--- config.mk ---
export PLATFORM = sky130hd
export DESIGN_NAME = stream_select_arbiter
export DESIGN_NICKNAME = d
export VERILOG_FILES = /design/src/rtl/stream_select_arbiter.sv
export SDC_FILE = /design/constraint.sdc
export NUM_CORES = 1
export LEC_CHECK = 0
export BUFFER_PORTS_ARGS = -buffer_cell sky130_fd_sc_hd__buf_2
export CORE_ASPECT_RATIO = 1.2
export CORE_MARGIN = 1.5
export CORE_UTILIZATION = 57
export DETAILED_ROUTE_END_ITERATION = 16
export GPL_ROUTABILITY_DRIVEN = 0
export PLACE_DENSITY_LB_ADDON = 0.08
export SETUP_SLACK_MARGIN = 0.15
export SLEW_MARGIN = 20
export SYNTH_ARGS = -nofsm -noshare
export SYNTH_HDL_FRONTEND = slang
export SYNTH_SLANG_ARGS = --single-unit
--- constraint.sdc ---
create_clock -name clk -period 3 [get_ports clk]
set_input_delay 0.45 -clock clk [delete_from_list [all_inputs] [get_ports clk]]
set_output_delay 0.45 -clock clk [all_outputs]
set_load 0.02 [all_outputs]
--- src/rtl/stream_select_arbiter.sv ---
// Round-robin packet select generator with bounded burst reuse for the stream data mux.
// One token per packet; the token is held until the mux's last-beat handshake accepts it.
module stream_select_arbiter #(
  parameter int unsigned NUM_STREAMS = 4,
  parameter int unsigned MAX_BURST   = 1,
  parameter int unsigned COUNT_W     = 32,
  localparam int unsigned SEL_W      = (NUM_STREAMS > 1) ? $clog2(NUM_STREAMS) : 1
) (
  input  logic                   clk,
  input  logic                   rst_n,
  input  logic                   enable,
  input  logic [NUM_STREAMS-1:0] req_valid,
  output logic                   select_valid,
  output logic [SEL_W-1:0]       select_data,
  input  logic                   select_ready,
  output logic                   busy,
  output logic [COUNT_W-1:0]     pkt_count
);

  localparam int unsigned BURST_W = $clog2(MAX_BURST + 1);

  typedef enum logic {IDLE, GRANT} state_t;

  state_t             state_q, state_d;
  logic [SEL_W-1:0]   sel_q, sel_d;
  logic [SEL_W-1:0]   rr_ptr, rr_ptr_d;
  logic [SEL_W-1:0]   last_grant, last_grant_d;
  logic [BURST_W-1:0] burst_cnt, burst_cnt_d;
  logic [COUNT_W-1:0] pkt_count_d;

  logic               rr_hit;
  logic [SEL_W-1:0]   rr_grant;
  int unsigned        idx;
  logic [SEL_W-1:0]   idx_s;
  logic               reuse;
  logic [NUM_STREAMS-1:0] own_mask;
  logic               others_req;
  logic [BURST_W-1:0] burst_inc;
  logic [SEL_W-1:0]   sel_next;

  // Search starts at rr_ptr; wrap is taken at NUM_STREAMS, not at 2^SEL_W.
  always_comb begin
    rr_hit   = 1'b0;
    rr_grant = '0;
    idx      = 0;
    idx_s    = '0;
    for (int unsigned i = 0; i < NUM_STREAMS; i++) begin
      idx = 32'(rr_ptr) + i;
      if (idx >= NUM_STREAMS) idx = idx - NUM_STREAMS;
      idx_s = idx[SEL_W-1:0];
      if (!rr_hit && req_valid[idx_s]) begin
        rr_hit   = 1'b1;
        rr_grant = idx_s;
      end
    end
  end

  assign reuse = req_valid[last_grant] && (burst_cnt != '0) &&
                 (burst_cnt < BURST_W'(MAX_BURST));

  assign own_mask   = NUM_STREAMS'(1) << sel_q;
  assign others_req = |(req_valid & ~own_mask);
  assign burst_inc  = burst_cnt + BURST_W'(1);
  assign sel_next   = (sel_q == SEL_W'(NUM_STREAMS - 1)) ? '0 : sel_q + SEL_W'(1);

  always_comb begin
    state_d      = state_q;
    sel_d        = sel_q;
    rr_ptr_d     = rr_ptr;
    last_grant_d = last_grant;
    burst_cnt_d  = burst_cnt;
    pkt_count_d  = pkt_count;
    unique case (state_q)
      IDLE: begin
        if (enable && (|req_valid)) begin
          state_d     = GRANT;
          sel_d       = reuse ? last_grant : rr_grant;
          burst_cnt_d = reuse ? burst_cnt : '0;
        end
      end
      GRANT: begin
        if (select_ready) begin
          state_d      = IDLE;
          pkt_count_d  = pkt_count + COUNT_W'(1);
          last_grant_d = sel_q;
          if ((burst_inc == BURST_W'(MAX_BURST)) || !others_req) begin
            rr_ptr_d    = sel_next;
            burst_cnt_d = '0;
          end else begin
            burst_cnt_d = burst_inc;
          end
        end
      end
      default: state_d = IDLE;
    endcase
  end

  always_ff @(posedge clk or negedge rst_n) begin
    if (!rst_n) begin
      state_q    <= IDLE;
      sel_q      <= '0;
      rr_ptr     <= '0;
      last_grant <= '0;
      burst_cnt  <= '0;
      pkt_count  <= '0;
    end else begin
      state_q    <= state_d;
      sel_q      <= sel_d;
      rr_ptr     <= rr_ptr_d;
      last_grant <= last_grant_d;
      burst_cnt  <= burst_cnt_d;
      pkt_count  <= pkt_count_d;
    end
  end

  assign select_valid = (state_q == GRANT);
  assign select_data  = sel_q;
  assign busy         = select_valid;

endmodule

==> impl_metrics.json <==
{
  "status": "complete, no violations",
  "core_area_um2": 3110,
  "detail_route.wl_per_cell_um": 13.9,
  "holdCritPathClass": "in -> async",
  "dieHeight_um": 66.1,
  "cp-startpoint": "busy",
  "grt_util_all_layers": 0.211,
  "number_of_i_o_port_buffers": 43,
  "post-route-drc-count": 0,
  "worstPathMaxFanout": 12,
  "cts.sink_count": 38,
  "r2r-start": "busy",
  "timing.final.setup_violations": 0,
  "grt_setup_unrepaired": "false",
  "slew_headroom": 0.436,
  "synth_top_area_share": 0.503,
  "crit_slowest_cell": "sky130_fd_sc_hd__nor4_4",
  "synthArstFlopShare": 1.00,
  "initial_antenna_violation_count": 0,
  "required_worst_endpoint_ns": 3.23,
  "layout.nets": 232,
  "max_freq_mhz": 551,
  "worstPathCellList": "nand4_1, nor4_4, nand4_1, xnor2_1",
  "synth_ff_type": "sky130_fd_sc_hd__dfrtp_1",
  "post-route-min-period_ns": 1.81,
  "synth_area_leader_cell": "sky130_fd_sc_hd__dfrtp_1",
  "rows": 22,
  "powerDensity_nw_per_um2": 554,
  "count_of_state_elements_after_synthesis": 38,
  "cts-hold-fix-buffers": 0,
  "first_global_vias": 1392,
  "layout-drive-gt1-share": 0.271,
  "synth_common_cells": "sky130_fd_sc_hd__dfrtp_1, sky130_fd_sc_hd__xnor2_1, sky130_fd_sc_hd__nand3_1, sky130_fd_sc_hd__nand2_1, sky130_fd_sc_hd__nand4_1",
  "critPathTopFamily": "simple AND/OR/NAND/NOR gates",
  "wl_um": 3540,
  "cts-buffers-inserted": 5,
  "final_design_area_no_fill_um2": 2180,
  "tritoncts": "yes",
  "tightest_slew_ns": 0.847,
  "viasPerCell": 5.57,
  "synthMostInstantiatedCell": "sky130_fd_sc_hd__dfrtp_1",
  "drv_slew": 0,
  "global_route.overflow_total": 0,
  "first_iter_violations": 45,
  "yosysSeqAreaShare": 0.503,
  "htreeDepth": 2,
  "dr_total_vias": 1414,
  "power_leakage_nw": 1.10,
  "grt_max_degree": 39,
  "drt_first_pass_iters": 4,
  "crit_top_cell": "sky130_fd_sc_hd__nand4_1",
  "number_of_enable_type_register_cells_in_the_synthesized_netlist": 0,
  "final_core_utilization": 0.700,
  "grt_pass1_wl_um": 6040,
  "yosys.cell_types.count": 33,
  "die_area_um2": 3670,
  "layout_worst_path_cycle_share": 0.605,
  "criticalPathCategory": "reg -> reg",
  "cp_num_buf_inv": 0,
  "max-clock-path-buffers": 2,
  "avg_synthesized_cell_area_um2": 10.9,
  "post_dp_cell_area_um2": 2130,
  "fin_setup_tns_ns": 0,
  "post_synth_main_area_contributors": "sky130_fd_sc_hd__dfrtp_1, sky130_fd_sc_hd__xnor2_1, sky130_fd_sc_hd__nand3_1, sky130_fd_sc_hd__nand4_1, sky130_fd_sc_hd__ha_1",
  "drv.max_cap_violation_count": 0,
  "floorplan.io_pins": 44,
  "hpwlAfterDp_um": 2520,
  "yosys_warnings": 0,
  "finClkSkew_ns": 0.00835,
  "clk_transition_reported_paths_ns": 0.11,
  "die-width_um": 55.6,
  "number_of_nets_still_failing_antenna_checks_after_routing": 0,
  "synthCells": 173,
  "cts_resized": 0,
  "max-vdd-ir-drop_uv": 495,
  "synth_area_um2": 1890,
  "timing.critical_path.to_type": "flip-flop",
  "cp-start-kind": "flip-flop",
  "cts_root_buf": "sky130_fd_sc_hd__clkbuf_4",
  "mappedNetlistNets": 186,
  "area_growth_pct": 15.2,
  "diodes": 0,
  "worst_ep_arrival_time_ns": 2.04,
  "cts.repair_timing.setup_buffer_count": 0,
  "crit_path_max_incr_delay_ns": 0.58,
  "hold_viol": 0,
  "start_util": 0.608,
  "clk-insertion-delay-late_ns": 0.33
}
[cells by family (layout without fill, tap and decap cells)]
group,count (synthesis),after routing,share of synthesized area
adders and majority gates,5,5,0.0331
xor gates and xnor gates,31,31,0.144
buffers and inverters,12,57,0.0304
AOI/OAI and AO/OA,9,9,0.0298
muxes,4,4,0.0232
and+or+nand+nor,74,74,0.237
DFF,38,38,0.503
[registers in the layout, indices dropped and copies added (netlist names)]
name,flops
burst_cnt,1
busy,1
pkt_count,32
rr_ptr,2
select_data,2
[layout by cell type, fill, tap and decap left out, types with 5 or more instances in the layout]
cell type / n
sky130_fd_sc_hd__nor2_1: 10
sky130_fd_sc_hd__nand2_1: 13
sky130_fd_sc_hd__nand4_1: 11
sky130_fd_sc_hd__nand3_1: 15
sky130_fd_sc_hd__xnor2_1: 25
sky130_fd_sc_hd__and3_1: 5
sky130_fd_sc_hd__dfrtp_1: 38
sky130_fd_sc_hd__clkbuf_4: 5
sky130_fd_sc_hd__ha_1: 5
sky130_fd_sc_hd__inv_1: 7
sky130_fd_sc_hd__xor2_1: 6
sky130_fd_sc_hd__buf_2: 43
[final cells by class]
class                      instances  area [um^2]
timing repair buffer              44          223
multi-input combinational        123          882
clock buffer                       6         51.3
sequential                        38          951
inverter                           7         26.3
fill                             272          932
tap                               36         45.0
[power by group]
| part | switching [mW] | internal [mW] | total, mW |
|---|---|---|---|
| registers | 0.0796 | 0.573 | 0.652 |
| logic | 0.178 | 0.118 | 0.296 |
| clock network | 0.154 | 0.106 | 0.260 |
| total | 0.411 | 0.797 | 1.21 |
[worst paths after layout]
check	to	slack, ns	cells after the start
worst min register to register	pkt_count[31]	0.48	1
worst max-delay path	pkt_count[25]	1.19	4
worst max register to register	pkt_count[25]	1.19	4
worst min-delay path	pkt_count[24]	0.21	1
min in group clk	busy	0.35	2
max in group asynchronous	rr_ptr[1]	2.25	1
[per-layer routing]
layer	global-route usage	part of all wire
met1	0.226	0.43
met2	0.379	0.49
met3	0.0685	0.058
met4	0.0945	0.019
met5	0	0
[metrics by stage]
| step | worst slack [ns] | cells | hold WS [ns] | power (mW) |
|---|---|---|---|---|
| after floorplan | 1.33 | 173 | 0.154 | 0.853 |
| after global placement | 1.14 | 248 | 0.462 | 0.940 |
| after detailed placement | 1.09 | 248 | 0.464 | 0.959 |
| after CTS | 1.19 | 254 | 0.239 | 1.22 |
| after global routing | 1.02 | 254 | 0.270 | 1.28 |
| final | 1.19 | 254 | 0.207 | 1.21 |
[worst register-to-register path, cell delays in order, from the launching register on]
cell and delay, ns:
sky130_fd_sc_hd__dfrtp_1 0.47, sky130_fd_sc_hd__nand4_1 0.28, sky130_fd_sc_hd__nor4_4 0.58, sky130_fd_sc_hd__nand4_1 0.21
sky130_fd_sc_hd__xnor2_1 0.17
Power figures use the tool's default switching activity.
